<file path="config.mk">
export PLATFORM = sky130hd
export DESIGN_NAME = cache_mem_arbiter
export DESIGN_NICKNAME = d
export VERILOG_FILES = /design/src/rtl/cache_mem_arbiter.sv
export SDC_FILE = /design/constraint.sdc
export NUM_CORES = 1
export LEC_CHECK = 0
export CORE_AREA = 2 2 540 542
export CTS_CLUSTER_DIAMETER = 60
export DETAILED_ROUTE_END_ITERATION = 12
export DIE_AREA = 0 0 542 544
export GPL_ROUTABILITY_DRIVEN = 0
export PLACE_DENSITY_LB_ADDON = 0.25
export SLEW_MARGIN = 10
export SYNTH_ARGS = -nofsm -noshare
export SYNTH_HDL_FRONTEND = slang
export SYNTH_SLANG_ARGS = --single-unit
</file>
<file path="constraint.sdc">
create_clock -name clk -period 2 [get_ports clk]
set_clock_uncertainty 0.2 [all_clocks]
set_input_delay 0.6 -clock clk [delete_from_list [all_inputs] [get_ports clk]]
set_output_delay 0.6 -clock clk [all_outputs]
set_load 0.005 [all_outputs]
</file>
<file path="src/rtl/cache_mem_arbiter.sv">
`default_nettype none
// ============================================================================
// Module   : cache_mem_arbiter
// Brief    : Shares one physical memory port between icache and dcache
//            line-fill / writeback traffic. One requester is granted per
//            transaction. Its command is latched at grant, and the memory
//            response is routed back to the granted cache only.
//            Optional macro ARB_ROUND_ROBIN_EN: round-robin tie-break.
//            When the macro is undefined, dcache has fixed priority.
// Revision : 1.0 - initial release
// ============================================================================
module cache_mem_arbiter #(
  parameter int LINE_WIDTH = 256,
  parameter int ADDR_WIDTH = 32
) (
  input  logic                  clk,
  input  logic                  rst,
  input  logic                  i_pmem_read,
  input  logic [ADDR_WIDTH-1:0] i_pmem_addr,
  output logic [LINE_WIDTH-1:0] i_pmem_rdata,
  output logic                  i_pmem_resp,
  input  logic                  d_pmem_read,
  input  logic                  d_pmem_write,
  input  logic [ADDR_WIDTH-1:0] d_pmem_addr,
  input  logic [LINE_WIDTH-1:0] d_pmem_wdata,
  output logic [LINE_WIDTH-1:0] d_pmem_rdata,
  output logic                  d_pmem_resp,
  output logic                  mem_read,
  output logic                  mem_write,
  output logic [ADDR_WIDTH-1:0] mem_addr,
  output logic [LINE_WIDTH-1:0] mem_wdata,
  input  logic [LINE_WIDTH-1:0] mem_rdata,
  input  logic                  mem_resp
);

  localparam logic [1:0] ST_IDLE    = 2'd0;
  localparam logic [1:0] ST_SERVE_I = 2'd1;
  localparam logic [1:0] ST_SERVE_D = 2'd2;

  logic [1:0]            r_state;
  logic [1:0]            w_next_state;
  logic [ADDR_WIDTH-1:0] r_cmd_addr;
  logic [LINE_WIDTH-1:0] r_cmd_wdata;
  logic                  r_cmd_read;
  logic                  r_cmd_write;

  logic w_i_req;
  logic w_d_req;
  logic w_grant_i;
  logic w_grant_d;
  logic w_grant;

  assign w_i_req = i_pmem_read;
  assign w_d_req = d_pmem_read | d_pmem_write;

`ifdef ARB_ROUND_ROBIN_EN
  // Last-granted requester: 0 = icache, 1 = dcache.
  logic r_rr_last;

  // On a tie the requester that was not served last wins.
  assign w_grant_d = w_d_req & (~w_i_req | ~r_rr_last);

  // Remember who was granted on every grant.
  always_ff @(posedge clk) begin
    if (rst) begin
      r_rr_last <= 1'b0;
    end else if (r_state == ST_IDLE && w_grant) begin
      r_rr_last <= w_grant_d;
    end
  end
`else
  // Fixed priority: dcache beats icache.
  assign w_grant_d = w_d_req;
`endif

  assign w_grant_i = w_i_req & ~w_grant_d;
  assign w_grant   = w_grant_i | w_grant_d;

  // State register.
  always_ff @(posedge clk) begin
    if (rst) begin
      r_state <= ST_IDLE;
    end else begin
      r_state <= w_next_state;
    end
  end

  // Next-state logic: grant from IDLE, return to IDLE on memory response.
  always_comb begin
    w_next_state = r_state;
    case (r_state)
      ST_IDLE: begin
        if (w_grant_d) begin
          w_next_state = ST_SERVE_D;
        end else if (w_grant_i) begin
          w_next_state = ST_SERVE_I;
        end
      end
      ST_SERVE_I,
      ST_SERVE_D: begin
        if (mem_resp) begin
          w_next_state = ST_IDLE;
        end
      end
      default: w_next_state = ST_IDLE;
    endcase
  end

  // Latch the winner's command at grant so later input changes are ignored.
  always_ff @(posedge clk) begin
    if (rst) begin
      r_cmd_addr  <= '0;
      r_cmd_wdata <= '0;
      r_cmd_read  <= 1'b0;
      r_cmd_write <= 1'b0;
    end else if (r_state == ST_IDLE && w_grant) begin
      // A simultaneous dcache read+write is treated as a write.
      r_cmd_addr  <= w_grant_d ? d_pmem_addr  : i_pmem_addr;
      r_cmd_wdata <= w_grant_d ? d_pmem_wdata : '0;
      r_cmd_write <= w_grant_d & d_pmem_write;
      r_cmd_read  <= w_grant_i | (w_grant_d & ~d_pmem_write);
    end
  end

  // Output logic: memory command only while serving, resp to the owner only.
  always_comb begin
    mem_read    = 1'b0;
    mem_write   = 1'b0;
    mem_addr    = r_cmd_addr;
    mem_wdata   = r_cmd_wdata;
    i_pmem_resp = 1'b0;
    d_pmem_resp = 1'b0;
    case (r_state)
      ST_SERVE_I: begin
        mem_read    = r_cmd_read;
        mem_write   = r_cmd_write;
        i_pmem_resp = mem_resp;
      end
      ST_SERVE_D: begin
        mem_read    = r_cmd_read;
        mem_write   = r_cmd_write;
        d_pmem_resp = mem_resp;
      end
      default: begin
        mem_read  = 1'b0;
        mem_write = 1'b0;
      end
    endcase
  end

  assign i_pmem_rdata = mem_rdata;
  assign d_pmem_rdata = mem_rdata;

`ifndef SYNTHESIS
  // Flag the illegal simultaneous dcache read and write request.
  always_ff @(posedge clk) begin
    if (!rst) begin
      assert (!(d_pmem_read && d_pmem_write))
        else $warning("cache_mem_arbiter: d_pmem_read and d_pmem_write both set, write wins");
    end
  end
`endif

endmodule
`default_nettype wire

</file>
# Word-level counts from Yosys, hierarchy flattened

Index checks and enable logic that the tools add are counted.

Equality and inequality tests: 4
Multipliers: 0
Shifts and indexed selects: 0
Bitwise logic cells: 8
Muxes and demuxes: 10
Add/sub/neg operators: 0
$lt $le $gt $ge: 0
Div/mod/pow operators: 0
Reduce and logical (&&, ||, !) cells: 4

Operators with widths:

| cell                                                                   | number |
|---|---|
| 256-bit two-way mux                                                    | 1 |
| 32-bit two-way mux                                                     | 1 |
| 2-bit two-way mux                                                      | 3 |
| 1-bit two-way mux                                                      | 4 |
| 2-bit case mux with 2 select lines                                     | 1 |
| 1-bit bitwise AND                                                      | 3 |
| 3-bit != test (second input constant)                                  | 1 |
| 1-bit bitwise OR                                                       | 3 |
| 2-bit by 1-bit equality test with 1-bit output (second input constant) | 1 |
| 2-bit equality test (second input constant)                            | 1 |
| 2-bit zero test                                                        | 1 |
| 2-bit by 1-bit != test with 1-bit output (second input constant)       | 1 |
| 1-bit NOT                                                              | 2 |
| 2-bit AND reduction                                                    | 1 |
| 2-bit OR reduction                                                     | 1 |
| 1-bit logical AND                                                      | 1 |

Flip-flop bits (word level): 292
Memories kept: 0
Input port bits: 582
Memory bits (read-only): 0
Latch bits: 0
RAM bits: 0
Word-level logic and storage cells: 31

# Depth between registers and ports, before layout

Depth after elaboration: 6
Mapped depth: 7
Depth with buffers taken out: 5

# Least setup slack after synthesis

Ideal clock, no wire load.

Path type: input -> register
From: input port d_pmem_write
To: register r_cmd_wdata[226] (netlist: mem_wdata[226])
Cell stages on the path: 6
Data arrival time: 1.599 ns
Slack: 0.084 ns
Required time: 1.683 ns
Cell sequence: buf_2 -> nor2_2 -> nor3b_4 -> buf_2 -> buf_2 -> a22o_1

Word-level cells in the longest chain between the ends: 5
Elaborated cells on any way between the ends: 6
Those cells by class: 1 x mux; 4 x bitwise; 1 x reduce/logical

RTL lines:

| element              | line | text |
|---|---|---|
| from (decl)          | 23   | `input logic d_pmem_write,` |
| 1-bit bitwise OR *   | 54   | `assign w_d_req = d_pmem_read \| d_pmem_write;` |
| 1-bit NOT            | 76   | `assign w_grant_i = w_i_req & ~w_grant_d;` |
| 1-bit bitwise AND    | 76   |  |
| 1-bit bitwise OR     | 77   | `assign w_grant = w_grant_i \| w_grant_d;` |
| 1-bit logical AND    | 116  | `end else if (r_state == ST_IDLE && w_grant) begin` |
| to (signal assigned) | 119  | `r_cmd_wdata <= w_grant_d ? d_pmem_wdata : '0;` |
| to (decl)            | 43   | `logic [LINE_WIDTH-1:0] r_cmd_wdata;` |

Every way passes the cells marked *; elsewhere a longest branch is shown, timed or not.
A chain may end at the register's enable or synchronous reset.

# Worst setup path after layout

From: register r_state[1]
To: output port mem_read

Word-level cells in the longest chain between the ends: 3
Elaborated cells on any way between the ends: 4
Those cells by class: 2 x eq/ne; 1 x mux; 1 x reduce/logical

RTL lines:

| element                                                                                      | line | text |
|---|---|---|
| from (decl)                                                                                  | 40   | `logic [1:0] r_state;` |
| from (signal assigned)                                                                       | 84   | `r_state <= w_next_state;` |
| 2-bit equality test / 2-bit by 1-bit equality test with 1-bit output (equally long branches) | 133  | `case (r_state)` |
| 2-bit OR reduction (no line) *                                                               | -    |  |
| 1-bit two-way mux *                                                                          | 133  |  |
| to (decl)                                                                                    | 28   | `output logic mem_read,` |

Marked as above.

==> reports/qor.yml <==
detailed_routing:
  antenna_left: 0
  dr.first_iter.drc_count: 531
  vias: 11011
  first_pass_iters: 5
  drc_errors: 0
  drt_wl_total_um: 144000
  wl_per_cell_um: 26.6
  viasPerCell: 2.04
placement:
  preCtsSetupSlack_ns: -0.524
  dp.final_hpwl_um: 128000
  dp_cells: 5165
  portBuffers: 617
  place_area_um2: 21500
global_routing:
  grt.met1_usage: 0.0819
  grt_max_degree: 43
  grt_pass1_wl_um: 168000
  gr-max-usage-layer: "met2"
  gr-total-overflow: 0
  grt.total_usage: 0.0931
  grtUsageMet3: 0.0936
  met2_usage: 0.140
  grt_pass1_vias: 11107
  grt_antenna_before_repair: 99
timing:
  tightest_slew_ns: 0.539
  fin_crit_ns: 2.39
  max_freq_ghz: 0.419
  rsz0062_at_grt: "yes"
  setup-tns-final_ns: -1.48
  slew_violations: 0
  max_slew_margin: 0.641
  timing.final.ws_setup_ns: -0.388
  finalCritPeriodShare: 1.19
  hold_violations: 0
  setup_viol: 4
floorplan:
  ioPinCount: 1386
  die_area_um2: 295000
  die-height_um: 544
  die-width_um: 542
  coreArea_um2: 289000
  rows: 198
  start_util: 0.0462
setup_path:
  max_stage_delay_ns: 0.34
  path_buf_inv: 2
  crit_type: "flop to output port"
  cpMaxStageDelayCell: "dfxtp_2"
  critPathLaunchType: "flop"
  crit_required_ns: 1.20
  path_max_fanout: 4
  crit_family: "flip-flops"
  cp-end-kind: "output port"
  worstPathCellList: "inv_2 -> ha_4 -> and2_4 -> buf_12"
  arrival_ns: 1.59
final_layout:
  area_growth_pct: 84.1
  finalNonFillerCells: 5407
  nNetsFinal: 2129
  fin_area_um2: 24600
  drive_gt1_frac: 0.536
cts:
  numClockSinks: 292
  cts-htree-levels: 2
  root_buffer: "clkbuf_16"
  clk_pin_slew_worst_paths_ns: 0.05
  insertion_delay_ns: 0.67
  cts_tree: "yes"
  cts.path.max_buffers: 3
  cts_buffers: 52
power_and_ir_drop:
  peakVddDrop_mv: 0.581
  p_leak_nw: 8.70
  powerDensity_nw_per_um2: 915
synthesis:
  synth_top_cell_area_share: 0.437
  avgSynthCellArea_um2: 10.3
  synth.area.top_cells: "dfxtp_1, buf_4, a22o_1"
  synth_cell_types: 23
  syn_nets: 1878
  synth_top_cell_by_area: "dfxtp_1"
  synth_area_um2: 13400
  ys_warn_count: 0
  seq_area_frac_synth: 0.437
  syn_inst: 1293
  synth-seq-cells: 292
status:
  status: "finished, violations left"
  failed_checks: "negative setup slack"
min_path:
  hp-class: "flop to flop"
flow_run:
  max-cap-violations: 0
[report_power, final]
part / leakage, nW / internal (W) / switching [W] / total, W
Sequential: 2.53 / 0.00668 / 0.000605 / 0.00728
Clock: 0.858 / 0.00584 / 0.00362 / 0.00946
Combinational: 5.32 / 0.00321 / 0.00257 / 0.00578
[stage by stage]
stage,hold slack [ns],total power (W),util
5_1_grt,0.240,0.0237,0.0849
4_1_cts,0.156,0.0232,0.0840
6_report,0.255,0.0225,0.0850
3_3_place_gp,0.256,0.0129,0.0743
2_1_floorplan,0.245,0.00917,-
3_5_place_dp,0.253,0.0129,0.0743
[repair_timing]
item / CTS / global route
pin swaps: 3 / 0
setup endpoints to repair: 474 / 172
resized for setup: 1285 / 22
hold buffers: 0 / 0
buffers inserted: 99 / 26
[kinds of logic (layout without fill, tap and decap cells)]
logic type	Yosys count	count (layout)	synth area share
other cells	0	22	0
flops	292	292	0.437
buf+inv	592	884	0.329
compound gates	326	326	0.204
simple gates	80	80	0.0263
fa+ha+maj	3	3	0.00281
[worst reg2reg max path, stage by stage (launching register included)]
cell	delay, ns
dfxtp_2	0.32
inv_2	0.07
ha_4	0.18
nor3b_4	0.34
buf_12	0.22
buf_4	0.28
a22o_1	0.16
[Yosys cell counts]
master,instances
o21ai_0,32
nor3_1,2
nor2b_1,1
dfxtp_1,292
nor2_4,1
and2_1,4
buf_4,516
nor3b_4,1
nand2b_1,3
nor2_1,33
o2bb2ai_1,1
inv_1,2
buf_6,27
buf_2,31
clkbuf_1,16
nor3b_1,1
a311oi_1,32
ha_1,3
o31a_4,1
a22o_1,256
nand2_1,33
nor2_2,1
a21oi_1,4
[flip-flops by register name, summed over array words and instances (netlist names)]
name         count
mem_addr        32
r_state          2
r_cmd_write      1
mem_wdata      256
r_cmd_read       1
[per-layer routing]
layer	up-vias	routed length [µm]
met3	392	31700
li1	4565	-
met4	22	7260
met2	1190	60000
met1	4842	44400
met5	-	347
[cell usage in the layout, fill, tap and decap left out, types with 9 or more instances in the layout]
master           Yosys  final
buf_12               0    124
clkbuf_1            16     10
buf_6               27    119
dfxtp_4              0     44
nor2_1              33     33
a22o_1             256    256
diode_2              0     22
clkbuf_16            0     53
buf_2               31     70
a311oi_1            32     32
nand2_1             33     33
buf_4              516    151
clkdlybuf4s50_1      0    322
o21ai_0             32     32
clkbuf_8             0      9
dfxtp_2              0    243
[path summary, 6_finish.rpt]
| kind | from | endpoint | slack, ns | depth (start not counted) |
|---|---|---|---|---|
| min | mem_wdata[103]$_SDFFE_PP0P_ | mem_wdata[103]$_SDFFE_PP0P_ | 0.25 | 1 |
| max | r_state[1]$_SDFFE_PP0P_ | mem_read | -0.39 | 4 |
| max reg2reg | r_state[1]$_SDFFE_PP0P_ | mem_wdata[213]$_SDFFE_PP0P_ | 0.15 | 6 |
| min reg2reg | mem_wdata[103]$_SDFFE_PP0P_ | mem_wdata[103]$_SDFFE_PP0P_ | 0.25 | 1 |
[layout make-up]
type,instances,area [µm²]
Multi-Input combinational cell,409,3150
Timing Repair Buffer,787,8540
Tap cell,3800,4750
Clock buffer,72,1490
Clock inverter,23,297
Antenna cell,22,55.1
Fill cell,33435,265000
Sequential cell,292,6310
Inverter,2,7.51
Power figures use the tool's default switching activity.
